<file path="src/rtl/if_branch_prediction_bimodal_pkg.sv">
// Shared definitions for the bimodal branch predictor: counter encodings,
// reset state and default table sizing.
package if_branch_prediction_bimodal_pkg;

    typedef enum logic [1:0] {
        CtrSnt = 2'b00,
        CtrWnt = 2'b01,
        CtrWt  = 2'b10,
        CtrSt  = 2'b11
    } bp_ctr_e;

    localparam bp_ctr_e     CtrReset       = CtrWt;
    localparam int unsigned IdxBitsDefault = 4;
    localparam int unsigned MissCntW       = 16;

    // Direction implied by a counter value: upper half of the range means taken.
    function automatic logic ctr_taken(input bp_ctr_e ctr);
        return ctr[1];
    endfunction

endpackage

</file>
<file path="src/rtl/if_branch_prediction_bimodal_bp_sat_counter2.sv">
// Next-state logic for a 2-bit saturating direction counter.
module bp_sat_counter2
    import if_branch_prediction_bimodal_pkg::*;
(
    input  bp_ctr_e ctr_i,
    input  logic    take_i,
    output bp_ctr_e ctr_o
);

    always_comb begin
        ctr_o = ctr_i;
        unique case (ctr_i)
            CtrSnt: ctr_o = take_i ? CtrWnt : CtrSnt;
            CtrWnt: ctr_o = take_i ? CtrWt  : CtrSnt;
            CtrWt:  ctr_o = take_i ? CtrSt  : CtrWnt;
            CtrSt:  ctr_o = take_i ? CtrSt  : CtrWt;
            default: ctr_o = ctr_i;
        endcase
    end

endmodule

</file>
<file path="src/rtl/if_branch_prediction_bimodal.sv">
// Bimodal branch direction predictor: a flop table of 2-bit counters indexed by
// PC, trained one cycle after branch resolution with a bypass into lookup.
module if_branch_prediction_bimodal
    import if_branch_prediction_bimodal_pkg::*;
#(
    parameter int unsigned IDX_BITS = IdxBitsDefault
) (
    input  logic                clk,
    input  logic                reset,
    input  logic                pred_enable,
    input  logic [31:0]         pc_fetch,
    input  logic                pc_jmp_feedback,
    input  logic                pc_jmp_take,
    input  logic [31:0]         pc_stash_base,
    output logic                pc_prediction_take,
    output logic [MissCntW-1:0] bp_miss_count
);

    localparam int unsigned Entries = 1 << IDX_BITS;

    bp_ctr_e               table_q [Entries];
    logic                  upd_valid_q, upd_valid_d;
    logic [IDX_BITS-1:0]   upd_idx_q, upd_idx_d;
    logic                  upd_take_q, upd_take_d;
    logic [MissCntW-1:0]   miss_cnt_q, miss_cnt_d;

    logic [IDX_BITS-1:0]   fetch_idx;
    bp_ctr_e               upd_ctr_cur;
    bp_ctr_e               upd_ctr_next;
    bp_ctr_e               fetch_ctr;
    logic                  upd_miss;

    assign fetch_idx = pc_fetch[IDX_BITS+1:2];

    // PC bits outside the index field are intentionally ignored (aliasing).
    logic unused_pc_bits;
    assign unused_pc_bits = ^{pc_fetch[31:IDX_BITS+2], pc_fetch[1:0],
                              pc_stash_base[31:IDX_BITS+2], pc_stash_base[1:0]};

    // Write-stage read port; the same next value also feeds the lookup bypass.
    assign upd_ctr_cur = table_q[upd_idx_q];

    bp_sat_counter2 u_sat_counter (
        .ctr_i  (upd_ctr_cur),
        .take_i (upd_take_q),
        .ctr_o  (upd_ctr_next)
    );

    assign upd_miss = upd_valid_q && (ctr_taken(upd_ctr_cur) != upd_take_q);

    always_comb begin
        upd_valid_d = pc_jmp_feedback;
        upd_idx_d   = pc_stash_base[IDX_BITS+1:2];
        upd_take_d  = pc_jmp_take;
        miss_cnt_d  = miss_cnt_q;
        if (upd_miss && (miss_cnt_q != {MissCntW{1'b1}})) begin
            miss_cnt_d = miss_cnt_q + 1'b1;
        end
    end

    // Lookup uses only registered update state, never the raw feedback inputs.
    always_comb begin
        fetch_ctr = table_q[fetch_idx];
        if (upd_valid_q && (upd_idx_q == fetch_idx)) begin
            fetch_ctr = upd_ctr_next;
        end
    end

    assign pc_prediction_take = reset || !pred_enable || ctr_taken(fetch_ctr);
    assign bp_miss_count      = miss_cnt_q;

    always_ff @(posedge clk) begin
        if (reset) begin
            upd_valid_q <= 1'b0;
            upd_idx_q   <= '0;
            upd_take_q  <= 1'b0;
            miss_cnt_q  <= '0;
            for (int i = 0; i < Entries; i++) begin
                table_q[i] <= CtrReset;
            end
        end else begin
            upd_valid_q <= upd_valid_d;
            upd_idx_q   <= upd_idx_d;
            upd_take_q  <= upd_take_d;
            miss_cnt_q  <= miss_cnt_d;
            if (upd_valid_q) begin
                table_q[upd_idx_q] <= upd_ctr_next;
            end
        end
    end

endmodule

</file>
<file path="config.mk">
export PLATFORM = sky130hd
export DESIGN_NAME = if_branch_prediction_bimodal
export DESIGN_NICKNAME = d
export VERILOG_FILES = /design/src/rtl/if_branch_prediction_bimodal_pkg.sv /design/src/rtl/if_branch_prediction_bimodal_bp_sat_counter2.sv /design/src/rtl/if_branch_prediction_bimodal.sv
export SDC_FILE = /design/constraint.sdc
export NUM_CORES = 1
export LEC_CHECK = 0
export CAP_MARGIN = 20
export CORE_MARGIN = 4
export CORE_UTILIZATION = 43
export DETAILED_ROUTE_END_ITERATION = 7
export PLACE_DENSITY = 0.89
export SKIP_LAST_GASP = 1
export SYNTH_ARGS = -nofsm -noshare
export SYNTH_HDL_FRONTEND = slang
export SYNTH_SLANG_ARGS = --single-unit
</file>
<file path="constraint.sdc">
create_clock -name clk -period 2.52 [get_ports clk]
set_clock_uncertainty 0.2 [all_clocks]
set_input_delay 0.252 -clock clk [delete_from_list [all_inputs] [get_ports clk]]
set_output_delay 0.252 -clock clk [all_outputs]
set_load 0.01 [all_outputs]
</file>
# Word level (Yosys, flattened, before mapping)

Memories as Yosys holds them, arrays and structs flattened. A register that Yosys moved wholly into a read port is not among the register bits.
Cells that the tools add are included.

Memory bits (writable): 32
Output and inout bits: 17
Word-level logic and storage cells: 35
Flip-flop bits (word level): 22
Memories: 1
Input bits: 69

Reductions and logical operators: 8
Eq/ne operators: 6
$add $sub $neg: 1
Muxes and demuxes: 15

Memories:

| memory  | words | bits a word | rd ports | clocked after Yosys merged registers in | wr ports | line                               | source |
|---|---|---|---|---|---|---|---|
| table_q | 16    | 2           | 2        | 1                                       | 16       | if_branch_prediction_bimodal.sv:21 | `bp_ctr_e table_q [Entries];` |

Operators with widths:

| cell                                                | count |
|---|---|
| adder 16 x 1 -> 16 bit, second input constant       | 1 |
| != test 16 bit, second input constant               | 1 |
| two-way mux 1 bit                                   | 8 |
| two-way mux 2 bit                                   | 4 |
| two-way mux 4 bit                                   | 2 |
| one-hot mux 2 bit (4 select lines)                  | 1 |
| equality test 2 bit, second input constant          | 2 |
| equality test 4 bit                                 | 1 |
| logical AND 1 bit                                   | 3 |
| equality test 2 x 1 -> 1 bit, second input constant | 1 |
| logical NOT 2 bit                                   | 1 |
| logical OR 1 bit                                    | 2 |
| OR reduction 2 bit                                  | 1 |
| logical NOT 1 bit                                   | 1 |
| != test 1 bit                                       | 1 |

# Longest topological paths before layout

Depth after elaboration: 5
Mapped depth: 8
Depth with buffers taken out: 6

# Modules after synthesis

A second synthesis with hierarchy kept.

Cell total of the unflattened synthesis: 241
Area, all modules: 2,854.0 sq um

By module, submodules not included:

| module                       | area each (sq um) | seq. area each (sq um) | times used | cells each |
|---|---|---|---|---|
| if_branch_prediction_bimodal | 2,827.7           | 1,401.3                | 1          | 238 |
| bp_sat_counter2              | 26.3              | 0.0                    | 1          | 3 |

# Worst setup path after synthesis

OpenSTA, ideal clock, no wires.

Path kind: register to register
From: reg upd_idx_q[1] (netlist name)
To: reg miss_cnt_q[5], in the netlist bp_miss_count[5]
Stages on the path, launching flop included: 8
Arrival time: 2.396 ns
Required time: 2.249 ns
Path buffers: 2
Period minus slack after synthesis: 2.667 ns
Path slack: -0.147 ns
Setup time: 0.071 ns
Cell sequence: dfxtp_1 -> buf_6 -> mux4_2 -> mux4_2 -> xnor2_2 -> buf_2 -> or4_1 -> a21oi_1

RTL lines:

| element                | line                               | source |
|---|---|---|
| end signal: assignment | if_branch_prediction_bimodal.sv:85 | `miss_cnt_q <= miss_cnt_d;` |
| end: declaration       | if_branch_prediction_bimodal.sv:25 | `logic [MissCntW-1:0] miss_cnt_q, miss_cnt_d;` |

==> results.cfg <==
[critical_path]
cp_top_family = multiplexers
crit_buf_inv = 2
cpMostUsedCell = mux4_2
critPathRequiredTime_ns = 2.58
startpoint_type = flip-flop
crit_path_max_fanout = 14
cp.arrival_ns = 2.87
worstRegToRegCells = 7
worstSetupEndpointType = flip-flop
slowest_stage = mux4_2
crit_chain = buf_6, mux4_2, mux4_2, xnor2_4, buf_12, or4_1, a21oi_2
r2r-end = bp_miss_count[2]
r2r-start = upd_idx_q[1]
path_class = reg -> reg
rrSetupSlack_ns = -0.28
slowest_delay_ns = 0.55

[status]
status = finished, violations left
violations = setup timing

[cells_and_area]
nets = 389
diodes = 0
postLayoutCoreUtil = 0.567
layout-drive-gt1-share = 0.219
syn_to_final_growth_pct = 25.6
layout_commonest_cell = edfxtp_1
stdcell_count = 397
layout_common_cells = 32 x edfxtp_1, 31 x nand2_1, 28 x clkdlybuf4s50_1, 24 x buf_4, 21 x dfxtp_1

[timing]
fin_crit_sh = 1.11
finalCriticalPeriod_ns = 2.80
setup_viol = 33
max_freq_ghz = 0.357
timing.slew.headroom = 0.696
maxSlewViolCount = 0
rsz0062_at_grt = yes
fin_hold_ws_ns = 0.274
finalHoldViolations = 0
fin_tns_setup_ns = -5.68
setup_slack_ns = -0.284
max_slew.worst_pin.slew_ns = 0.455

[clock_tree]
htreeDepth = 2
clk_pin_slew_ns = 0.10
cts-root-buf = clkbuf_8
clock_path_buffers = 2
clock-sinks = 54
clk_latency_ns = 0.32
cts_tree = yes
cts_buffers = 5

[yosys]
yosys_warnings = 0
syn_inst = 273
synth_top_area_cell = edfxtp_1
netlist_area_mm2 = 0.00292
async_reset_ff_frac = 0
synth.area.top_cells = edfxtp_1 33%, dfxtp_1 15%, mux4_2 11%
ys_seq_elements = 54
synth_edf_count = 32
synthFlopType = edfxtp_1
yosysUniqueCellTypes = 41
syn_area_per_cell_um2 = 10.7
synth_nets = 343
ys_seq_area_frac = 0.481
synth_top_cell_area_share = 0.330

[floorplan]
fp.dieW_um = 90.3
num_rows = 29
io_pins = 86
coreArea_mm2 = 0.00646
die_y_um = 90.3
dieArea_mm2 = 0.00816
start_util = 0.451

[global_routing]
grt_first_pass_wirelength_um = 11700
grt_max_degree = 20
gr-total-overflow = 0
antenna_found_initial = 0
track_usage = 0.179
first_global_vias = 2334

[power_and_ir_drop]
p_sw_frac = 0.258
power_switching_mw = 0.452
peakVddDrop_mv = 0.272
intPower_mw = 1.30
pwr_density_cell_mw_per_mm2 = 478
total_leakage_power_nw = 1.15
clockPowerShare = 0.304
pwr-share-seq = 0.553
comb_power_share = 0.143

[detailed_routing]
via_per_inst = 6.04
drc = 0
drt_iter0_drc = 188
dr.pass1.iters = 5
ant_nets = 0
wl_um = 7150
num_vias = 2396
routedWlPerCell_um = 18.0

[placement]
place_inst = 380
dp_hpwl_um = 4920
io_buffer_count = 29
place_congestion = 0.933

[min_path]
worstHoldStart = pc_stash_base[5]
hold_depth = 2
hold_class = in -> reg
hold_path_end = upd_idx_q[3]

[run]
maxCapViolations = 0
==> repair_timing <==
action / 4_1_cts / 5_1_grt
pin swaps: 3 / 2
endpoints found under the setup margin: 49 / 49
buffers inserted: 7 / 2
gates resized for setup: 11 / 10
gates cloned: 1 / 0
hold buffers: 0 / 0
==> sequential cells by signal, indices dropped and copies added (netlist names) <==
signal	flops
upd_valid_q	1
upd_idx_q	4
table_q	32
bp_miss_count	16
upd_take_q	1
==> cells in the mapped netlist (2+ instances only) <==
master    instances
buf_6             2
o21ai_0           7
o31a_1            2
clkbuf_1         12
o21ai_1           3
or4_1            10
buf_4             2
nand4_1           9
mux2i_1           2
nor3_1            7
mux4_2           14
mux2_2            4
o21a_1            3
nand2_1          31
maj3_1            2
buf_2             4
inv_1             2
and2_1            2
a21oi_1          15
edfxtp_1         32
nand2b_1          4
and4_1            2
xor2_1            4
o31ai_1          11
nand3_1          18
nor2b_1          11
and3_1            2
nor2_1           18
dfxtp_1          22
nor4_1            3
or3_1             3
==> worst register-to-register path, cell delays in order (launching register included) <==
cell	delay [ns]
dfxtp_4	0.38
buf_6	0.14
mux4_2	0.53
mux4_2	0.55
xnor2_4	0.18
buf_12	0.16
or4_1	0.49
a21oi_2	0.13
==> kinds of logic after synthesis <==
family | after synthesis | synth area share
adder cells (fa/ha/maj) | 3 | 0.0112
AO/OA/AOI/OAI | 43 | 0.0914
XOR/XNOR | 6 | 0.0206
AND/OR/NAND/NOR | 121 | 0.214
buffers and inverters | 24 | 0.0403
flip-flops | 54 | 0.481
multiplexers | 22 | 0.142
==> per-layer routing <==
layer / part of all wire / vias up / GRT usage
li1: - / 1117 / -
met1: 0.39 / 1173 / 0.218
met2: 0.53 / 93 / 0.306
met3: 0.062 / 13 / 0.0408
met4: 0.019 / 0 / 0.0753
met5: 0 / - / 0
==> power by group through the flow <==
stage	clock [mW]	combinational, mW	sequential, mW
global placement	0	0.211	0.988
finish	0.532	0.251	0.967
CTS	0.536	0.245	0.966
floorplan	0	0.143	0.975
global route	0.571	0.270	0.969
detailed placement	0	0.218	0.990
==> through the flow <==
| step | cell area [µm²] | total power, mW | worst slack, ns |
|---|---|---|---|
| detailed placement | 3400 | 1.21 | -0.497 |
| global placement | 3400 | 1.20 | -0.459 |
| floorplan | 2920 | 1.12 | -0.0878 |
| global route | 3660 | 1.81 | -0.348 |
| finish | 3660 | 1.75 | -0.284 |
| CTS | 3610 | 1.75 | -0.242 |
==> final cells by class <==
class | instances | area (µm²)
inverters | 3 | 11.3
multi-input cells | 195 | 1450
well taps | 77 | 96.3
clock inverters | 2 | 17.5
fillers | 529 | 2800
clock buffers | 6 | 82.6
repair buffers | 60 | 596
flip-flops and latches | 54 | 1410
==> worst max path at each step <==
stage	cells past startpoint	slack, ns	from	endpoint
after floorplan	7	-0.09	upd_idx_q[1]	bp_miss_count[2]
final	7	-0.28	upd_idx_q[1]	bp_miss_count[2]
after global routing	8	-0.35	upd_idx_q[1]	bp_miss_count[14]
after detailed placement	7	-0.50	pc_fetch[2]	pc_prediction_take
after CTS	7	-0.24	upd_idx_q[1]	bp_miss_count[14]
after global placement	7	-0.46	pc_fetch[2]	pc_prediction_take
(Power assumes the default switching activity.)
